$ cat src/rtl/cotm32_pipeline_pkg.sv
// Shared types for the pipeline controller: FSM state encoding and the
// bundle of stall/flush controls driven onto the four pipeline registers.
package cotm32_pipeline_pkg;

    typedef enum logic [1:0] {
        PIPE_RUN        = 2'd0,
        PIPE_TRAP_FLUSH = 2'd1,
        PIPE_MEM_WAIT   = 2'd2
    } pipe_state_t;

    typedef struct packed {
        logic pc_stall;
        logic ifid_stall;
        logic ifid_flush;
        logic idex_stall;
        logic idex_flush;
        logic exmem_stall;
        logic exmem_flush;
        logic memwb_stall;
        logic memwb_flush;
    } pipe_ctrl_t;

    // Canonical control patterns, one per pipeline situation.
    localparam pipe_ctrl_t CTRL_NONE     = 9'b000000000;
    localparam pipe_ctrl_t CTRL_RESET    = 9'b001010101;
    localparam pipe_ctrl_t CTRL_REDIRECT = 9'b001010100;
    localparam pipe_ctrl_t CTRL_MEM_HOLD = 9'b110101001;
    localparam pipe_ctrl_t CTRL_BRANCH   = 9'b001010000;
    localparam pipe_ctrl_t CTRL_LOAD_USE = 9'b110010000;
    localparam pipe_ctrl_t CTRL_SETTLE   = 9'b001000000;
    localparam pipe_ctrl_t CTRL_TIMEOUT  = 9'b000000100;

    function automatic logic any_flush(input pipe_ctrl_t c);
        return c.ifid_flush | c.idex_flush | c.exmem_flush | c.memwb_flush;
    endfunction

endpackage

$ cat src/rtl/pipe_ctrl_if.sv
// Hazard inputs from the pipeline stages and stall/flush controls back to
// them; the controller is the master, the datapath is the slave.
interface pipe_ctrl_if;

    logic       i_ifid_valid;
    logic       i_idex_valid;
    logic       i_exmem_valid;
    logic [4:0] i_id_rs1_addr;
    logic [4:0] i_id_rs2_addr;
    logic       i_id_uses_rs1;
    logic       i_id_uses_rs2;
    logic [4:0] i_ex_rd_addr;
    logic       i_ex_regfile_we;
    logic       i_ex_is_load;
    logic       i_ex_take_branch;
    logic       i_trap_req;
    logic       i_trap_mret;
    logic       i_mem_busy;

    logic       o_pc_stall;
    logic       o_ifid_stall;
    logic       o_ifid_flush;
    logic       o_idex_stall;
    logic       o_idex_flush;
    logic       o_exmem_stall;
    logic       o_exmem_flush;
    logic       o_memwb_stall;
    logic       o_memwb_flush;

    modport master (
        input  i_ifid_valid, i_idex_valid, i_exmem_valid,
        input  i_id_rs1_addr, i_id_rs2_addr, i_id_uses_rs1, i_id_uses_rs2,
        input  i_ex_rd_addr, i_ex_regfile_we, i_ex_is_load, i_ex_take_branch,
        input  i_trap_req, i_trap_mret, i_mem_busy,
        output o_pc_stall, o_ifid_stall, o_ifid_flush, o_idex_stall, o_idex_flush,
        output o_exmem_stall, o_exmem_flush, o_memwb_stall, o_memwb_flush
    );

    modport slave (
        output i_ifid_valid, i_idex_valid, i_exmem_valid,
        output i_id_rs1_addr, i_id_rs2_addr, i_id_uses_rs1, i_id_uses_rs2,
        output i_ex_rd_addr, i_ex_regfile_we, i_ex_is_load, i_ex_take_branch,
        output i_trap_req, i_trap_mret, i_mem_busy,
        input  o_pc_stall, o_ifid_stall, o_ifid_flush, o_idex_stall, o_idex_flush,
        input  o_exmem_stall, o_exmem_flush, o_memwb_stall, o_memwb_flush
    );

endinterface

$ cat src/rtl/pipe_ctrl_sat_counter.sv
// Event counter that sticks at all-ones instead of wrapping.
module sat_counter #(
    parameter int WIDTH = 16
) (
    input  logic             i_clk,
    input  logic             i_rst,
    input  logic             i_inc,
    output logic [WIDTH-1:0] o_cnt
);

    always_ff @(posedge i_clk or negedge i_rst) begin
        if (!i_rst)
            o_cnt <= '0;
        else if (i_inc && (o_cnt != '1))
            o_cnt <= o_cnt + WIDTH'(1);
    end

endmodule

$ cat src/rtl/pipe_ctrl.sv
// Central stall/flush controller: load-use, branch, trap/MRET redirect and
// data-memory wait handling, plus saturating stall/flush event counters.
module pipe_ctrl
    import cotm32_pipeline_pkg::*;
#(
    parameter int CNT_WIDTH   = 16,
    parameter int TRAP_SETTLE = 1,
    parameter int MEM_TIMEOUT = 15
) (
    input  logic                 i_clk,
    input  logic                 i_rst,
    pipe_ctrl_if.master          bus,
    output logic                 o_t_mem_timeout,
    output logic [1:0]           o_state,
    output logic [CNT_WIDTH-1:0] o_stall_cnt,
    output logic [CNT_WIDTH-1:0] o_flush_cnt
);

    localparam int SETTLE_W = (TRAP_SETTLE > 1) ? $clog2(TRAP_SETTLE) : 1;
    localparam int WAIT_W   = $clog2(MEM_TIMEOUT + 1);
    localparam logic [SETTLE_W-1:0] SETTLE_LOAD = SETTLE_W'(TRAP_SETTLE - 1);
    localparam logic [WAIT_W-1:0]   WAIT_LAST   = WAIT_W'(MEM_TIMEOUT - 1);

    pipe_state_t         state, state_nxt;
    logic [SETTLE_W-1:0] settle_cnt, settle_nxt;
    logic [WAIT_W-1:0]   wait_cnt, wait_nxt;
    pipe_ctrl_t          ctrl;
    logic                timeout;
    logic                load_use;
    logic                unused_valids;

    assign unused_valids = bus.i_ifid_valid ^ bus.i_exmem_valid;

    // A single bubble is enough: the consumer forwards from MEM/WB next.
    assign load_use = bus.i_ex_is_load & bus.i_ex_regfile_we & bus.i_idex_valid &
                      (bus.i_ex_rd_addr != 5'd0) &
                      ((bus.i_id_uses_rs1 & (bus.i_id_rs1_addr == bus.i_ex_rd_addr)) |
                       (bus.i_id_uses_rs2 & (bus.i_id_rs2_addr == bus.i_ex_rd_addr)));

    always_comb begin
        ctrl       = CTRL_NONE;
        timeout    = 1'b0;
        state_nxt  = state;
        settle_nxt = settle_cnt;
        wait_nxt   = wait_cnt;
        case (state)
            PIPE_RUN: begin
                if (bus.i_trap_req | bus.i_trap_mret) begin
                    ctrl       = CTRL_REDIRECT;
                    state_nxt  = PIPE_TRAP_FLUSH;
                    settle_nxt = SETTLE_LOAD;
                end else if (bus.i_mem_busy) begin
                    ctrl      = CTRL_MEM_HOLD;
                    state_nxt = PIPE_MEM_WAIT;
                    wait_nxt  = WAIT_W'(1);
                end else if (bus.i_ex_take_branch) begin
                    ctrl = CTRL_BRANCH;
                end else if (load_use) begin
                    ctrl = CTRL_LOAD_USE;
                end
            end
            PIPE_TRAP_FLUSH: begin
                if (bus.i_trap_req) begin
                    ctrl       = CTRL_REDIRECT;
                    settle_nxt = SETTLE_LOAD;
                end else begin
                    ctrl = CTRL_SETTLE;
                    if (settle_cnt == '0)
                        state_nxt = PIPE_RUN;
                    else
                        settle_nxt = settle_cnt - SETTLE_W'(1);
                end
            end
            PIPE_MEM_WAIT: begin
                if (bus.i_trap_req) begin
                    ctrl       = CTRL_REDIRECT;
                    state_nxt  = PIPE_TRAP_FLUSH;
                    settle_nxt = SETTLE_LOAD;
                    wait_nxt   = '0;
                end else if (!bus.i_mem_busy) begin
                    state_nxt = PIPE_RUN;
                    wait_nxt  = '0;
                end else if (wait_cnt >= WAIT_LAST) begin
                    // Abandon the access; trap dispatch raises the fault.
                    ctrl      = CTRL_TIMEOUT;
                    timeout   = 1'b1;
                    state_nxt = PIPE_RUN;
                    wait_nxt  = '0;
                end else begin
                    ctrl     = CTRL_MEM_HOLD;
                    wait_nxt = wait_cnt + WAIT_W'(1);
                end
            end
            default: state_nxt = PIPE_RUN;
        endcase
        if (!i_rst) begin
            ctrl    = CTRL_RESET;
            timeout = 1'b0;
        end
    end

    always_ff @(posedge i_clk or negedge i_rst) begin
        if (!i_rst) begin
            state      <= PIPE_RUN;
            settle_cnt <= '0;
            wait_cnt   <= '0;
        end else begin
            state      <= state_nxt;
            settle_cnt <= settle_nxt;
            wait_cnt   <= wait_nxt;
        end
    end

    assign bus.o_pc_stall    = ctrl.pc_stall;
    assign bus.o_ifid_stall  = ctrl.ifid_stall;
    assign bus.o_ifid_flush  = ctrl.ifid_flush;
    assign bus.o_idex_stall  = ctrl.idex_stall;
    assign bus.o_idex_flush  = ctrl.idex_flush;
    assign bus.o_exmem_stall = ctrl.exmem_stall;
    assign bus.o_exmem_flush = ctrl.exmem_flush;
    assign bus.o_memwb_stall = ctrl.memwb_stall;
    assign bus.o_memwb_flush = ctrl.memwb_flush;
    assign o_t_mem_timeout   = timeout;
    assign o_state           = state;

    sat_counter #(.WIDTH(CNT_WIDTH)) u_stall_cnt (
        .i_clk (i_clk),
        .i_rst (i_rst),
        .i_inc (ctrl.pc_stall),
        .o_cnt (o_stall_cnt)
    );

    sat_counter #(.WIDTH(CNT_WIDTH)) u_flush_cnt (
        .i_clk (i_clk),
        .i_rst (i_rst),
        .i_inc (any_flush(ctrl) & i_rst),
        .o_cnt (o_flush_cnt)
    );

endmodule
$ cat src/flat_wrapper.sv
// flat-port wrapper written by rule: the top's interface ports become plain ports
module pipe_ctrl_flat import cotm32_pipeline_pkg::*;
#(
    parameter int CNT_WIDTH   = 16,
    parameter int TRAP_SETTLE = 1,
    parameter int MEM_TIMEOUT = 15
)
  (i_clk, i_rst, o_t_mem_timeout, o_state, o_stall_cnt, o_flush_cnt, bus_i_ifid_valid, bus_i_idex_valid, bus_i_exmem_valid, bus_i_id_rs1_addr, bus_i_id_rs2_addr, bus_i_id_uses_rs1, bus_i_id_uses_rs2, bus_i_ex_rd_addr, bus_i_ex_regfile_we, bus_i_ex_is_load, bus_i_ex_take_branch, bus_i_trap_req, bus_i_trap_mret, bus_i_mem_busy, bus_o_pc_stall, bus_o_ifid_stall, bus_o_ifid_flush, bus_o_idex_stall, bus_o_idex_flush, bus_o_exmem_stall, bus_o_exmem_flush, bus_o_memwb_stall, bus_o_memwb_flush);
  pipe_ctrl_if bus_i ();
  input  logic i_clk;
  input  logic i_rst;
  output logic o_t_mem_timeout;
  output logic [1:0] o_state;
  output logic [CNT_WIDTH-1:0] o_stall_cnt;
  output logic [CNT_WIDTH-1:0] o_flush_cnt;
  input wire logic [$bits(bus_i.i_ifid_valid)-1:0] bus_i_ifid_valid;
  input wire logic [$bits(bus_i.i_idex_valid)-1:0] bus_i_idex_valid;
  input wire logic [$bits(bus_i.i_exmem_valid)-1:0] bus_i_exmem_valid;
  input wire logic [$bits(bus_i.i_id_rs1_addr)-1:0] bus_i_id_rs1_addr;
  input wire logic [$bits(bus_i.i_id_rs2_addr)-1:0] bus_i_id_rs2_addr;
  input wire logic [$bits(bus_i.i_id_uses_rs1)-1:0] bus_i_id_uses_rs1;
  input wire logic [$bits(bus_i.i_id_uses_rs2)-1:0] bus_i_id_uses_rs2;
  input wire logic [$bits(bus_i.i_ex_rd_addr)-1:0] bus_i_ex_rd_addr;
  input wire logic [$bits(bus_i.i_ex_regfile_we)-1:0] bus_i_ex_regfile_we;
  input wire logic [$bits(bus_i.i_ex_is_load)-1:0] bus_i_ex_is_load;
  input wire logic [$bits(bus_i.i_ex_take_branch)-1:0] bus_i_ex_take_branch;
  input wire logic [$bits(bus_i.i_trap_req)-1:0] bus_i_trap_req;
  input wire logic [$bits(bus_i.i_trap_mret)-1:0] bus_i_trap_mret;
  input wire logic [$bits(bus_i.i_mem_busy)-1:0] bus_i_mem_busy;
  output wire logic [$bits(bus_i.o_pc_stall)-1:0] bus_o_pc_stall;
  output wire logic [$bits(bus_i.o_ifid_stall)-1:0] bus_o_ifid_stall;
  output wire logic [$bits(bus_i.o_ifid_flush)-1:0] bus_o_ifid_flush;
  output wire logic [$bits(bus_i.o_idex_stall)-1:0] bus_o_idex_stall;
  output wire logic [$bits(bus_i.o_idex_flush)-1:0] bus_o_idex_flush;
  output wire logic [$bits(bus_i.o_exmem_stall)-1:0] bus_o_exmem_stall;
  output wire logic [$bits(bus_i.o_exmem_flush)-1:0] bus_o_exmem_flush;
  output wire logic [$bits(bus_i.o_memwb_stall)-1:0] bus_o_memwb_stall;
  output wire logic [$bits(bus_i.o_memwb_flush)-1:0] bus_o_memwb_flush;
  assign bus_i.i_ifid_valid = bus_i_ifid_valid;
  assign bus_i.i_idex_valid = bus_i_idex_valid;
  assign bus_i.i_exmem_valid = bus_i_exmem_valid;
  assign bus_i.i_id_rs1_addr = bus_i_id_rs1_addr;
  assign bus_i.i_id_rs2_addr = bus_i_id_rs2_addr;
  assign bus_i.i_id_uses_rs1 = bus_i_id_uses_rs1;
  assign bus_i.i_id_uses_rs2 = bus_i_id_uses_rs2;
  assign bus_i.i_ex_rd_addr = bus_i_ex_rd_addr;
  assign bus_i.i_ex_regfile_we = bus_i_ex_regfile_we;
  assign bus_i.i_ex_is_load = bus_i_ex_is_load;
  assign bus_i.i_ex_take_branch = bus_i_ex_take_branch;
  assign bus_i.i_trap_req = bus_i_trap_req;
  assign bus_i.i_trap_mret = bus_i_trap_mret;
  assign bus_i.i_mem_busy = bus_i_mem_busy;
  assign bus_o_pc_stall = bus_i.o_pc_stall;
  assign bus_o_ifid_stall = bus_i.o_ifid_stall;
  assign bus_o_ifid_flush = bus_i.o_ifid_flush;
  assign bus_o_idex_stall = bus_i.o_idex_stall;
  assign bus_o_idex_flush = bus_i.o_idex_flush;
  assign bus_o_exmem_stall = bus_i.o_exmem_stall;
  assign bus_o_exmem_flush = bus_i.o_exmem_flush;
  assign bus_o_memwb_stall = bus_i.o_memwb_stall;
  assign bus_o_memwb_flush = bus_i.o_memwb_flush;
  pipe_ctrl #(.CNT_WIDTH(CNT_WIDTH), .TRAP_SETTLE(TRAP_SETTLE), .MEM_TIMEOUT(MEM_TIMEOUT)) u_core (.i_clk(i_clk), .i_rst(i_rst), .bus(bus_i), .o_t_mem_timeout(o_t_mem_timeout), .o_state(o_state), .o_stall_cnt(o_stall_cnt), .o_flush_cnt(o_flush_cnt));
endmodule
$ cat config.mk
export PLATFORM = sky130hd
export DESIGN_NAME = pipe_ctrl_flat
export DESIGN_NICKNAME = d
export VERILOG_FILES = /design/src/rtl/cotm32_pipeline_pkg.sv /design/src/rtl/pipe_ctrl_if.sv /design/src/rtl/pipe_ctrl_sat_counter.sv /design/src/rtl/pipe_ctrl.sv /design/src/flat_wrapper.sv
export SDC_FILE = /design/constraint.sdc
export NUM_CORES = 1
export LEC_CHECK = 0
export ABC_AREA = 1
export CORE_ASPECT_RATIO = 0.6
export CORE_MARGIN = 4
export CORE_UTILIZATION = 30
export DETAILED_ROUTE_END_ITERATION = 16
export SETUP_SLACK_MARGIN = 0.3
export SLEW_MARGIN = 20
export SYNTH_ARGS = -nofsm -noshare
export SYNTH_HDL_FRONTEND = slang
export SYNTH_SLANG_ARGS = --single-unit
$ cat constraint.sdc
create_clock -name i_clk -period 2.3 [get_ports i_clk]
set_clock_uncertainty 0.15 [all_clocks]
set_input_delay 0.23 -clock i_clk [delete_from_list [all_inputs] [get_ports i_clk]]
set_output_delay 0.23 -clock i_clk [all_outputs]
set_load 0.05 [all_outputs]
==> results.py <==
metrics = {
    "routing": {
        "wl_per_cell_um": 13.7,
        "ant_nets": 0,
        "vias_per_cell": 4.76,
        "post-route-drc-count": 0,
        "drt-initial-drc-count": 175,
        "drt_wl_total_um": 8390,
        "num_vias": 2907,
        "first_pass_iters": 4,
    },
    "sta": {
        "max_freq_ghz": 0.470,
        "fin_crit_sh_pct": 92.4,
        "tightest_slew_ns": 0.531,
        "setup_viol": 0,
        "setup_ws_ns": 0.174,
        "final.min_clock_period_ns": 2.13,
        "rsz0062_at_grt": "true",
        "slew-limit-headroom_pct": 64.5,
        "hold_viol": 0,
        "setup_tns_ns": 0,
        "finalMaxSlewViolations": 0,
    },
    "critical_path": {
        "arrival_ns": 1.75,
        "r2r_end": "u_core.u_flush_cnt.o_cnt[14]$_DFFE_PN0P_",
        "crit_path_end_kind": "output pin",
        "start_kind": "input port",
        "endpoint": "bus_o_ifid_stall",
        "startpoint": "bus_i_mem_busy",
        "rrSetupSlack_ns": 0.23,
        "rr_startpoint": "u_core.wait_cnt[0]$_DFFE_PN0P_",
        "worstPathMaxFanout": 4,
        "required_ns": 1.92,
        "rr_worst_depth": 15,
        "critPathKind": "input port to output pin",
    },
    "clock_tree": {
        "clk_pin_slew_worst_paths_ns": 0.06,
        "cts-root-buf": "clkbuf_16",
        "clockBufferDepth": 2,
        "tritoncts": "built",
        "cts_max_level": 2,
        "cts_num_sinks": 38,
        "clock_latency_ns": 0.29,
        "cts_made_buffers": 5,
    },
    "logic_synthesis": {
        "yosys.area.top_type": "dfrtp_1",
        "yosysUniqueCellTypes": 30,
        "yosysTopAreaCellShare_pct": 35.5,
        "synth_common_cells": "nand2_1, nand3_1, inv_1",
        "synth-edff-count": 0,
        "async_reset_ff_share_pct": 100,
        "syn_nets": 418,
        "syn_inst": 386,
        "synth.top_cells.by_area": "dfrtp_1, nand2_1, nand3_1, inv_1, xor2_1",
        "syn-cell-area_um2": 2680,
        "ys_warn_count": 0,
        "postSynthAreaPerCell_um2": 6.94,
        "synth_ff_type": "dfrtp_1",
        "ys_seq_area_share_pct": 35.5,
        "synth_seq_cells": 38,
        "synth_most_common_cell": "nand2_1",
    },
    "placed_design": {
        "gp_congestion": 0.873,
        "pre_cts_ws_ns": 0.0471,
        "io_buffers": 68,
        "hpwl_um": 5730,
    },
    "cells_and_area": {
        "multi_input_comb_area_um2": 1790,
        "antennaDiodeCount": 0,
        "drive_gt1_share_pct": 26.7,
        "filler_cell_count": 823,
        "register_area_um2": 962,
        "fin_nets": 530,
        "area_growth_pct": 65.3,
    },
    "floorplanning": {
        "die_w_um": 130,
        "rows": 26,
        "ios": 72,
        "core_um2": 8590,
        "die_y_um": 81.2,
        "die-area_um2": 10600,
        "initial_core_util_pct": 31.2,
    },
    "global_route": {
        "grt_pass1_wl_um": 12700,
        "globalRouteOverflowTotal": 0,
        "grt_max_degree": 33,
        "grt_pass1_vias": 2587,
        "antenna_found_initial": 0,
        "grtUsageTotal_pct": 15.1,
    },
    "status": {
        "status": "complete, no violations",
    },
    "power": {
        "power_density_nw_per_um2": 697,
        "leakagePower_nw": 2.32,
        "power.total_mw": 3.09,
        "peakVddDrop_mv": 0.303,
    },
    "run": {
        "drv_cap": 0,
    },
    "hold_path": {
        "hp-class": "register to register",
    },
}
[worst min-delay path by stage]
stage / slack, ns / end / start / cells past startpoint
after CTS: 0.35 / u_core.wait_cnt[3]$_DFFE_PN0P_ / u_core.wait_cnt[3]$_DFFE_PN0P_ / 2
after global routing: 0.40 / u_core.wait_cnt[1]$_DFFE_PN0P_ / i_rst / 2
after global placement: -0.02 / u_core.o_state[1]$_DFFE_PN0P_ / i_rst / 1
after detailed placement: -0.01 / u_core.o_state[1]$_DFFE_PN0P_ / i_rst / 1
after floorplan: -0.22 / u_core.o_state[0]$_DFFE_PN0P_ / i_rst / 0
final: 0.35 / u_core.wait_cnt[3]$_DFFE_PN0P_ / u_core.wait_cnt[3]$_DFFE_PN0P_ / 2
[power by group]
part	internal [mW]	leakage [nW]	total (mW)	switching [mW]
Combinational	0.586	1.74	1.45	0.862
Clock	0.430	0.0739	0.705	0.275
Sequential	0.774	0.505	0.932	0.158
[kinds of logic (layout without fill, tap and decap cells)]
| family | count (synthesis) | count (layout) | share of synthesized area [%] |
|---|---|---|---|
| AND/OR/NAND/NOR | 247 | 247 | 40.9 |
| buffers and inverters | 57 | 170 | 9.39 |
| flip-flops | 38 | 38 | 35.5 |
| XOR/XNOR | 28 | 28 | 9.16 |
| AO/OA/AOI/OAI | 11 | 11 | 2.99 |
| adder cells (fa/ha/maj) | 4 | 4 | 1.87 |
| other | 1 | 1 | 0.140 |
[registers in the layout, indices dropped and copies added, names as in the netlist]
signal / count
u_core.wait_cnt: 4
u_core.o_state: 2
u_core.u_stall_cnt.o_cnt: 16
u_core.u_flush_cnt.o_cnt: 16
[final cells by class]
| class | instances | share of cell area (%) |
|---|---|---|
| repair buffers | 115 | 27.2 |
| clock buffers | 7 | 3.22 |
| flip-flops and latches | 38 | 21.7 |
| inverters | 47 | 3.99 |
| clock inverters | 1 | 0.113 |
| well taps | 112 | 3.17 |
| multi-input cells | 291 | 40.5 |
[metal layers]
| metal | share of wire, % | up-vias | wire [um] | GRT usage (%) |
|---|---|---|---|---|
| met5 | 0 | - | 0 | 0 |
| met4 | 1.1 | 0 | 95 | 3.63 |
| met3 | 5.5 | 9 | 459 | 4.01 |
| met2 | 43 | 80 | 3630 | 21.6 |
| met1 | 50 | 1356 | 4210 | 22.5 |
| li1 | - | 1462 | - | - |
[stage by stage]
step	instance area [um^2]	hold WS, ns	utilization (%)	instances
2_1_floorplan	2810	-0.216	-	386
5_1_grt	4430	0.402	51.5	611
3_3_place_gp	3680	-0.0157	42.8	566
3_5_place_dp	3680	-0.0140	42.8	566
6_report	4430	0.348	51.5	611
4_1_cts	4020	0.350	46.9	592
[timing repair]
action | 4_1_cts | 5_1_grt
setup endpoints to repair | 42 | 54
gates cloned | 0 | 1
gates resized for setup | 20 | 57
pin swaps | 10 | 26
hold buffers | 2 | 0
buffers inserted | 16 | 18
hold endpoints to repair | 6 | 0
[cells in the final DEF, fill, tap and decap left out, types with 5 or more instances in the layout]
| cell type | n |
|---|---|
| buf_12 | 9 |
| buf_4 | 37 |
| buf_6 | 6 |
| clkbuf_16 | 6 |
| clkdlybuf4s50_1 | 38 |
| dfrtp_1 | 31 |
| dfrtp_2 | 6 |
| dlymetal6s2s_1 | 16 |
| inv_1 | 43 |
| nand2_1 | 119 |
| nand2_2 | 5 |
| nand3_1 | 34 |
| nand3_2 | 24 |
| nand4_1 | 7 |
| nor2_1 | 20 |
| nor2_2 | 5 |
| nor2_4 | 9 |
| nor3_1 | 11 |
| xnor2_1 | 10 |
| xor2_1 | 18 |
[worst max-delay path: stages]
cell	delay, ns
clkdlybuf4s50_1	0.53
inv_1	0.08
nor2_2	0.12
nand2_2	0.09
nor2_4	0.15
nor2_4	0.07
o21ai_4	0.20
buf_6	0.14
buf_12	0.12
No activity file was read; power rests on OpenSTA's default activity.
